<file path="config.mk">
export PLATFORM = sky130hd
export DESIGN_NAME = bus_grant_arbiter_flat
export DESIGN_NICKNAME = d
export VERILOG_FILES = /design/src/rtl/bus_grant_arbiter_pkg.sv /design/src/rtl/bus_grant_arbiter_if.sv /design/src/rtl/bus_grant_arbiter_decoder.sv /design/src/rtl/bus_grant_arbiter.sv /design/src/flat_wrapper.sv
export SDC_FILE = /design/constraint.sdc
export NUM_CORES = 1
export LEC_CHECK = 0
export CAP_MARGIN = 10
export CORE_UTILIZATION = 54
export CTS_CLUSTER_DIAMETER = 80
export DETAILED_ROUTE_END_ITERATION = 6
export GPL_ROUTABILITY_DRIVEN = 0
export MAX_ROUTING_LAYER = met4
export PLACE_DENSITY = 0.89
export SKIP_CTS_REPAIR_TIMING = 1
export SLEW_MARGIN = 15
export SYNTH_ARGS = -nofsm -noshare
export SYNTH_HDL_FRONTEND = slang
export SYNTH_HIERARCHICAL = 1
export SYNTH_SLANG_ARGS = --single-unit
export TNS_END_PERCENT = 30
</file>
<file path="constraint.sdc">
create_clock -name clk -period 4 [get_ports clk]
set_input_delay 1 -clock clk [delete_from_list [all_inputs] [get_ports clk]]
set_output_delay 1 -clock clk [all_outputs]
set_load 0.005 [all_outputs]
</file>
<file path="src/rtl/bus_grant_arbiter_pkg.sv">
// Shared types and helpers for the i281 bus grant arbiter.
// Holds the requester count, index width, FSM state enum and the
// round-robin pick function used by the top-level arbiter.
package i281_arb_pkg;

  localparam int NUM_REQ = 8;
  localparam int IDX_W   = 3;

  typedef enum logic [1:0] {
    IDLE,
    GRANT,
    GAP
  } arb_state_e;

  typedef struct packed {
    logic             found;
    logic [IDX_W-1:0] index;
  } pick_t;

  // Returns the first set request bit at or after 'start', wrapping 7->0.
  // The loop runs from the farthest offset down, so the nearest hit wins.
  function automatic pick_t rr_pick(input logic [NUM_REQ-1:0] req,
                                    input logic [IDX_W-1:0]   start);
    pick_t            result;
    logic [IDX_W-1:0] idx;
    result = '0;
    for (int i = NUM_REQ - 1; i >= 0; i--) begin
      idx = start + IDX_W'(i);
      if (req[idx]) begin
        result.found = 1'b1;
        result.index = idx;
      end
    end
    return result;
  endfunction

endpackage

</file>
<file path="src/rtl/bus_grant_arbiter_if.sv">
// Request/grant bundle between the eight requesters and the arbiter.
// The master side drives requests and the owner release pulse; the
// slave side (the arbiter) drives the grant outputs.
interface bus_grant_arbiter_if;
  import i281_arb_pkg::*;

  logic [NUM_REQ-1:0] request;
  logic               owner_release;
  logic               grant_valid;
  logic [IDX_W-1:0]   grant_index;
  logic [NUM_REQ-1:0] grant_onehot;
  logic               timeout_flag;

  modport master (
    output request,
    output owner_release,
    input  grant_valid,
    input  grant_index,
    input  grant_onehot,
    input  timeout_flag
  );

  modport slave (
    input  request,
    input  owner_release,
    output grant_valid,
    output grant_index,
    output grant_onehot,
    output timeout_flag
  );

endinterface

</file>
<file path="src/rtl/bus_grant_arbiter_decoder.sv">
// Existing i281 3-to-8 decoder with enable. The arbiter feeds it the
// registered owner index and valid bit so its one-hot output is the grant.
module _3to8DecoderWithEnable (
  input  logic       Enable,
  input  logic [2:0] Decoder_Input,
  output logic [7:0] Decoder_Output
);

  // One-hot decode of the select, forced to zero when disabled.
  always_comb begin
    Decoder_Output = '0;
    if (Enable) begin
      Decoder_Output[Decoder_Input] = 1'b1;
    end
  end

endmodule

</file>
<file path="src/rtl/bus_grant_arbiter.sv">
// Round-robin arbiter sharing one i281 bus slot among eight requesters.
// An owner keeps the bus until it releases or drops its request, then a
// one-cycle GAP separates it from the next grant. The previous owner has
// the lowest priority in the next search.
// Optional feature: define ARB_TIMEOUT_EN to bound each tenure to
// MAX_HOLD cycles and raise a sticky timeout flag on forced revocation.
module bus_grant_arbiter
  import i281_arb_pkg::*;
#(
  parameter int MAX_HOLD = 15
) (
  input  logic                 clk,
  input  logic                 rst,
  bus_grant_arbiter_if.slave   bus
);

  if (MAX_HOLD < 1 || MAX_HOLD > 255) begin : g_bad_max_hold
    $error("bus_grant_arbiter: MAX_HOLD must be in 1..255");
  end

  arb_state_e       state_q, state_d;
  logic [IDX_W-1:0] last_q, last_d;
  logic [IDX_W-1:0] index_q, index_d;
  logic             valid_q;
  pick_t            pick;
  logic             owner_holds;
  logic             hold_expired;

  assign pick        = rr_pick(bus.request, last_q + IDX_W'(1));
  assign owner_holds = bus.request[index_q] && !bus.owner_release;

`ifdef ARB_TIMEOUT_EN
  localparam int CNT_W = $clog2(MAX_HOLD + 1);

  logic [CNT_W-1:0] hold_q, hold_d;
  logic             flag_q;
  logic             flag_set;

  assign hold_expired = (hold_q == CNT_W'(MAX_HOLD));
  assign flag_set     = (state_q == GRANT) && owner_holds && hold_expired;

  // Hold counter: 1 on the first GRANT cycle, cleared whenever not in GRANT.
  always_comb begin
    hold_d = '0;
    if (state_d == GRANT) begin
      hold_d = (state_q == GRANT) ? hold_q + CNT_W'(1) : CNT_W'(1);
    end
  end

  // Tenure counter and sticky forced-revocation flag.
  always_ff @(posedge clk or posedge rst) begin
    if (rst) begin
      hold_q <= '0;
      flag_q <= 1'b0;
    end else begin
      hold_q <= hold_d;
      if (flag_set) begin
        flag_q <= 1'b1;
      end
    end
  end

  assign bus.timeout_flag = flag_q;
`else
  assign hold_expired     = 1'b0;
  assign bus.timeout_flag = 1'b0;
`endif

  // Next-state logic: arbitrate from IDLE or GAP, leave GRANT on release,
  // dropped request or hold expiry.
  always_comb begin
    state_d = state_q;
    index_d = index_q;
    last_d  = last_q;
    case (state_q)
      IDLE, GAP: begin
        if (pick.found) begin
          state_d = GRANT;
          index_d = pick.index;
          last_d  = pick.index;
        end else begin
          state_d = IDLE;
        end
      end
      GRANT: begin
        if (!owner_holds || hold_expired) begin
          state_d = GAP;
        end
      end
      default: state_d = IDLE;
    endcase
  end

  // State, owner index, round-robin pointer and registered grant valid.
  always_ff @(posedge clk or posedge rst) begin
    if (rst) begin
      state_q <= IDLE;
      last_q  <= IDX_W'(NUM_REQ - 1);
      index_q <= '0;
      valid_q <= 1'b0;
    end else begin
      state_q <= state_d;
      last_q  <= last_d;
      index_q <= index_d;
      valid_q <= (state_d == GRANT);
    end
  end

  assign bus.grant_valid = valid_q;
  assign bus.grant_index = index_q;

  _3to8DecoderWithEnable u_decoder (
    .Enable         (valid_q),
    .Decoder_Input  (index_q),
    .Decoder_Output (bus.grant_onehot)
  );

endmodule

</file>
<file path="src/flat_wrapper.sv">
// flat-port wrapper written by rule: the top's interface ports become plain ports
module bus_grant_arbiter_flat import i281_arb_pkg::*;
#(
  parameter int MAX_HOLD = 15
)
  (clk, rst, bus_request, bus_owner_release, bus_grant_valid, bus_grant_index, bus_grant_onehot, bus_timeout_flag);
  bus_grant_arbiter_if bus_i ();
  input  logic clk;
  input  logic rst;
  input wire logic [$bits(bus_i.request)-1:0] bus_request;
  input wire logic [$bits(bus_i.owner_release)-1:0] bus_owner_release;
  output wire logic [$bits(bus_i.grant_valid)-1:0] bus_grant_valid;
  output wire logic [$bits(bus_i.grant_index)-1:0] bus_grant_index;
  output wire logic [$bits(bus_i.grant_onehot)-1:0] bus_grant_onehot;
  output wire logic [$bits(bus_i.timeout_flag)-1:0] bus_timeout_flag;
  assign bus_i.request = bus_request;
  assign bus_i.owner_release = bus_owner_release;
  assign bus_grant_valid = bus_i.grant_valid;
  assign bus_grant_index = bus_i.grant_index;
  assign bus_grant_onehot = bus_i.grant_onehot;
  assign bus_timeout_flag = bus_i.timeout_flag;
  bus_grant_arbiter #(.MAX_HOLD(MAX_HOLD)) u_core (.clk(clk), .rst(rst), .bus(bus_i));
endmodule
</file>
==> results of run 1 <==
==> path summary, 6_finish.rpt <==
kind	cells past startpoint	slack (ns)	start	to
min in group asynchronous	2	1.01	rst	u_core/bus.grant_index[0]
worst max-delay path	9	0.71	u_core/last_q[0]	u_core/last_q[0]
worst min-delay path	1	0.45	u_core/state_q[1]	u_core/state_q[1]
worst min register to register	1	0.45	u_core/state_q[1]	u_core/state_q[1]
max in group asynchronous	2	2.68	rst	u_core/last_q[2]
worst max register to register	9	0.71	u_core/last_q[0]	u_core/last_q[0]
==> layer usage <==
layer | vias to the layer above | routed length (microns) | track usage [%]
li1 | 667 | - | -
met1 | 719 | 1630 | 41.5
met2 | 93 | 2090 | 53.2
met3 | 10 | 348 | 6.28
met4 | 0 | 85 | 10.0
met5 | - | 0 | -
==> critical path, delay by kind of cell (launching register included) <==
| kind | cells | cell delay, ns |
|---|---|---|
| AND/OR/NAND/NOR | 2 | 0.22 |
| AO/OA/AOI/OAI | 2 | 0.47 |
| adder cells (fa/ha/maj) | 1 | 0.67 |
| flip-flops | 1 | 0.53 |
| XOR/XNOR | 1 | 0.42 |
| buffers and inverters | 2 | 0.44 |
| multiplexers | 1 | 0.44 |
==> per-stage QoR <==
step	std cells	cell area, sq um	util (%)
5_1_grt	210	1730	67.5
4_1_cts	210	1730	67.5
2_1_floorplan	165	1510	-
3_5_place_dp	206	1710	66.5
3_3_place_gp	206	1710	66.5
6_report	210	1730	67.5
==> logic make-up (layout without fill, tap and decap cells) <==
| group | count (synthesis) | in the layout | share of synthesized area, % |
|---|---|---|---|
| and+or+nand+nor | 58 | 58 | 22.7 |
| muxes | 22 | 22 | 26.4 |
| xor gates and xnor gates | 5 | 5 | 4.71 |
| other | 1 | 1 | 0.248 |
| adders and majority gates | 2 | 2 | 1.65 |
| DFF | 9 | 9 | 15.1 |
| AOI/OAI and AO/OA | 43 | 43 | 20.4 |
| buffers and inverters | 25 | 40 | 8.68 |
==> layout by cell type (no fill, tap or decap), drive strengths merged, types with 3 or more instances in the layout <==
master         instances
clkdlybuf4s50         22
nand2                 15
mux4                  13
nor2                  13
inv                   10
nor3                  10
a21oi                  8
o21ai                  8
dfrtp                  6
mux2i                  5
a31oi                  4
buf                    4
clkbuf                 4
mux2                   4
o22ai                  3
dfstp                  3
nor4                   3
and4bb                 3
and4b                  3
==> state kept, by name, indices dropped and copies added, names as in the netlist <==
name,cells
u_core/state_q,2
u_core/last_q,3
u_core/bus.grant_valid,1
u_core/bus.grant_index,3
==> final cells by class <==
type                            count  area, sq um  share of cell area [%]
Timing Repair Buffer               26          250                    14.4
Clock buffer                        4         26.3                    1.52
Multi-Input combinational cell    131         1150                    66.5
Inverter                           10         37.5                    2.17
Tap cell                           30         37.5                    2.17
Sequential cell                     9          229                    13.2
==> metrics.md, run 1 <==
| Metric | Value |
|---|---|
| Final critical-path required period | `3.29 ns` |
| Number of fillers in the final layout | `approximately 210` |
| Critical Setup Path Class | `reg2reg` |
| Slew Viols, Final | `0` |
| Fraction of registers with async set or reset after synthesis | `between 90% and 100%` |
| WL/cell | `19.8 microns` |
| Critical Path Slowest Stage Cell | `sky130_fd_sc_hd__ha_1` |
| Share of layout cells above drive strength 1 | `between 20% and 30%` |
| # clock sinks | `9` |
| Total gr overflow | `0` |
| Core Footprint | `around 2600 sq um` |
| Number of distinct library cells after synthesis | `58` |
| Number of buffers created by CTS | `3` |
| Antenna cells | `0` |
| Number of top-level design ports | `24` |
| Clock network latency to the later pin of the worst-skew pair | `approximately 0.26 ns` |
| Routed via count divided by cell count | `between 7 and 8` |
| Net count after synthesis | `approximately 180` |
| Post-detailed-routing wire length | `~4.2 mm` |
| Dpl ws | `around 0.6 ns` |
| List of cells traversed by the critical path | `inv_1 -> ha_1 -> buf_4 -> xnor3_1 -> mux2i_1 -> nor2_1 -> a21oi_1 -> nand2_1 -> a31oi_1` |
| Relative slew margins | `between 60 and 70%` |
| Std-Cell Rows | `18` |
| Clock slew at reported path FFs | `around 0.06 ns` |
| Root buffer cell | `sky130_fd_sc_hd__clkbuf_4` |
| Count of flip-flops with a built-in enable after synthesis | `0` |
| Maxcap violations | `0` |
| Clock skew after layout | `around 0.00042 ns` |
| Aggregate global-route resource usage | `32.8%` |
| Half-perimeter wire length after placement | `approximately 3 mm` |
| Clock tree from TritonCTS | `done` |
| Pin count of the biggest net entering global routing | `21` |
| Effective utilization at floorplan | `58.9%` |
| Area share of the leading cell type in the synthesized netlist | `about a fifth` |
| Global-route wire length before repair | `6.61 mm` |
| Part of the Yosys area used for sequential elements | `15.1%` |
| Horizontal die dimension | `between 50 and 60 microns` |
| Initial drt markers | `78` |
| Type of destination of the critical path | `register` |
| Number of buffers inserted by port buffering | `22` |
| Top-count cell post-synth | `sky130_fd_sc_hd__nand2_1` |
| DIE HEIGHT | `54.9 microns` |
| Buffers from clock root to sink, at most | `2` |
| Layout net count | `a little under 200` |
| Top cell types by occurrence after synthesis | `sky130_fd_sc_hd__nand2_1, sky130_fd_sc_hd__mux4_2, sky130_fd_sc_hd__nor2_1` |
| Syn Area/Cell | `roughly 9.2 sq um` |
| Unrepaired setup endpoints after global routing | `false` |
| Critical-path maximum fanout | `15` |
| Count of synthesis-stage warnings from yosys | `6` |
| Worst-Margin Slew | `~0.56 ns` |
| Count of final setup violators | `0` |
| Number of hold-slack violations in the final timing report | `0` |
| Nature of the critical path startpoint | `register` |
| Flip-flop and latch count after synthesis | `9` |
| Growth of design area from synthesis to finish | `14.6%` |
| Count of vias placed by the detailed router | `between 1000 and 1500` |
| Final Cycle Share | `82.2%` |
| H-tree levels | `1` |
| Endpoint arrival time on the critical path | `around 3.5 ns` |
| Highest clock rate | `between 0.3 and 0.4 GHz` |
| Pre-antenna DRT Iters | `4` |
| Combined area of all synthesized cells | `~1500 sq um` |
| Via count of the first global-routing pass | `roughly 1300` |
| Most area-consuming cells after synthesis | `sky130_fd_sc_hd__mux4_2, sky130_fd_sc_hd__dfrtp_1, sky130_fd_sc_hd__dfstp_2, sky130_fd_sc_hd__nand2_1, sky130_fd_sc_hd__nor3_1` |
| Antenna Violating Nets Remaining | `0` |
| Most frequently used flop master after synthesis | `sky130_fd_sc_hd__dfrtp_1` |
| WHS | `0.445 ns` |
| Maximum cell stage delay along the critical path | `0.67 ns` |
| Cell taking the most area after synthesis | `sky130_fd_sc_hd__mux4_2` |
| Remaining routing DRC violations | `0` |
| Kind of path behind the tightest hold check | `reg2reg` |
| PnR worst setup slack | `about 0.71 ns` |
| Total Neg Setup Slack | `0 ns` |
| Crit path required time | `approximately 4.2 ns` |
| Total Die Area | `~3000 sq um` |
| Number of instances in the synthesized netlist | `~170` |
| Result of the run | `finished, final reports clean` |
| Number of antenna violations at the first check in global routing | `0` |
Power of run 1 is not shown: default switching activity piles up to over one toggle a cycle in this logic, so the estimate is an artifact.
==> inputs of run 2 (changes only) <==
Settings changed: CORE_UTILIZATION 54 to 49, PLACE_DENSITY 0.89 to 0.86.
Clock period 4 ns to 2.92 ns, I/O delays scaled along.
==> metrics.md, run 2 (synthesis results as in run 1) <==
| Metric | Value |
|---|---|
| Number of antenna violations at the first check in global routing | `0 (unchanged)` |
| Pre-antenna DRT Iters | `4 (unchanged)` |
| # clock sinks | `9 (unchanged)` |
| Worst-Margin Slew | `0.578 ns (+0.0194 ns)` |
| Half-perimeter wire length after placement | `3.12 mm (+1.6%)` |
| Number of top-level design ports | `24 (unchanged)` |
| Post-detailed-routing wire length | `4.24 mm (+2.2%)` |
| Crit path required time | `3.06 ns (-1.12 ns)` |
| Pin count of the biggest net entering global routing | `21 (unchanged)` |
| Kind of path behind the tightest hold check | `reg2reg` |
| Relative slew margins | `61.2% (-1.6 points)` |
| Nature of the critical path startpoint | `primary input` |
| Std-Cell Rows | `19 (+1)` |
| Final critical-path required period | `2.83 ns` |
| WL/cell | `18.1 microns (-8.2%)` |
| Number of buffers inserted by port buffering | `22 (unchanged)` |
| Non-filler instance count after layout | `234 (+11%)` |
| Total gr overflow | `0 (unchanged)` |
| Slew Viols, Final | `0 (unchanged)` |
| Growth of design area from synthesis to finish | `28.8%` |
| Number of hold-slack violations in the final timing report | `0 (unchanged)` |
| Aggregate global-route resource usage | `27.1% (-5.7 points)` |
| H-tree levels | `1 (unchanged)` |
| Antenna Violating Nets Remaining | `0 (unchanged)` |
| Instance count after placement with tap cells included | `225 (+9.2%)` |
| Final Cycle Share | `a little over nine tenths` |
| Horizontal die dimension | `57.6 microns (+4.8%)` |
| Routed via count divided by cell count | `6.76 (-4.7%)` |
| Number of buffers created by CTS | `3 (unchanged)` |
| DIE HEIGHT | `57.6 microns (+4.8%)` |
| Global-route wire length before repair | `6.75 mm (+2.1%)` |
| Layout net count | `217 (+12%)` |
| Buffers from clock root to sink, at most | `2 (unchanged)` |
| Root buffer cell | `sky130_fd_sc_hd__clkbuf_4` |
| Critical Setup Path Class | `in2reg` |
| Clock slew at reported path FFs | `0.06 ns (about the same)` |
| Count of vias placed by the detailed router | `1582 (+6.2%)` |
| Total Die Area | `3310 sq um (+9.8%)` |
| Type of destination of the critical path | `register` |
| Antenna cells | `0 (unchanged)` |
| Unrepaired setup endpoints after global routing | `false` |
| Count of final setup violators | `0 (unchanged)` |
| Critical-path maximum fanout | `9 (-6)` |
| Effective utilization at floorplan | `53.5% (-5.4 points)` |
| Remaining routing DRC violations | `0 (unchanged)` |
| Endpoint arrival time on the critical path | `2.97 ns (-0.49 ns)` |
| Most used cells in the layout excluding fill and tap cells | `sky130_fd_sc_hd__buf_4, sky130_fd_sc_hd__clkdlybuf4s50_1, sky130_fd_sc_hd__nand2_1` |
| Highest clock rate | `roughly 0.35 GHz` |
| Clock network latency to the later pin of the worst-skew pair | `0.26 ns (about the same)` |
| Share of layout cells above drive strength 1 | `32.5% (+9.7 points)` |
| Initial drt markers | `142 (+82%)` |
| Leading cell type in the layout, fill and taps excluded | `sky130_fd_sc_hd__buf_4` |
| Number of fillers in the final layout | `200 (-6.5%)` |
| Clock skew after layout | `0.00197 ns (+0.00154 ns)` |
| Result of the run | `finished, final reports clean` |
| Core Footprint | `2830 sq um (+10%)` |
| Via count of the first global-routing pass | `1457 (+8.1%)` |
| Clock tree from TritonCTS | `done` |
| Maxcap violations | `0 (unchanged)` |
## run 2: critical path: stages
cell and delay [ns]:
sky130_fd_sc_hd__clkdlybuf4s50_1 0.56, sky130_fd_sc_hd__mux4_2 0.59, sky130_fd_sc_hd__mux2_4 0.33, sky130_fd_sc_hd__nor3_1 0.20, sky130_fd_sc_hd__a41oi_1 0.10, sky130_fd_sc_hd__o2111a_1 0.29, sky130_fd_sc_hd__o31ai_2 0.07, sky130_fd_sc_hd__o21ai_1 0.09
## run 2: final timing paths
kind | start | to | slack (ns) | cells past startpoint
hold reg to reg | u_core/state_q[1] | u_core/state_q[1] | 0.44 | 1
setup / recovery | bus_request[0] | u_core/bus.grant_index[1] | 0.09 | 8
hold / removal | u_core/state_q[1] | u_core/state_q[1] | 0.44 | 1
min in group asynchronous | rst | u_core/state_q[0] | 0.72 | 2
max in group asynchronous | rst | u_core/last_q[0] | 1.91 | 2
setup reg to reg | u_core/last_q[0] | u_core/bus.grant_index[1] | 0.12 | 10
## run 2: metal layers
layer	track usage, %	vias to the layer above	wire length [microns]
met5	-	-	0
met4	3.83	0	44
met3	7.48	8	394
met2	43.0	96	2140
met1	35.5	756	1670
li1	-	722	-
## run 2: final cells by class
| cell class | instances | area, sq um | area share [%] |
|---|---|---|---|
| multi-input combinational | 131 | 1180 | 60.6 |
| timing repair buffer | 49 | 435 | 22.4 |
| tap | 31 | 38.8 | 1.99 |
| sequential | 9 | 229 | 11.8 |
| inverter | 10 | 37.5 | 1.93 |
| clock buffer | 4 | 26.3 | 1.35 |
## run 2: stage by stage
step	setup WS [ns]	area (sq um)	util, %	TNS [ns]	hold slack (ns)
3_5_place_dp	-0.0880	1860	65.6	-0.241	0.435
6_report	0.0864	1950	68.9	0	0.444
2_1_floorplan	0.0676	1510	-	0	0.409
4_1_cts	0.119	1880	66.5	0	0.443
3_3_place_gp	-0.00614	1860	65.6	-0.00614	0.419
5_1_grt	0.000602	1950	68.9	0	0.456
Power of run 2 is left out for the same reason.
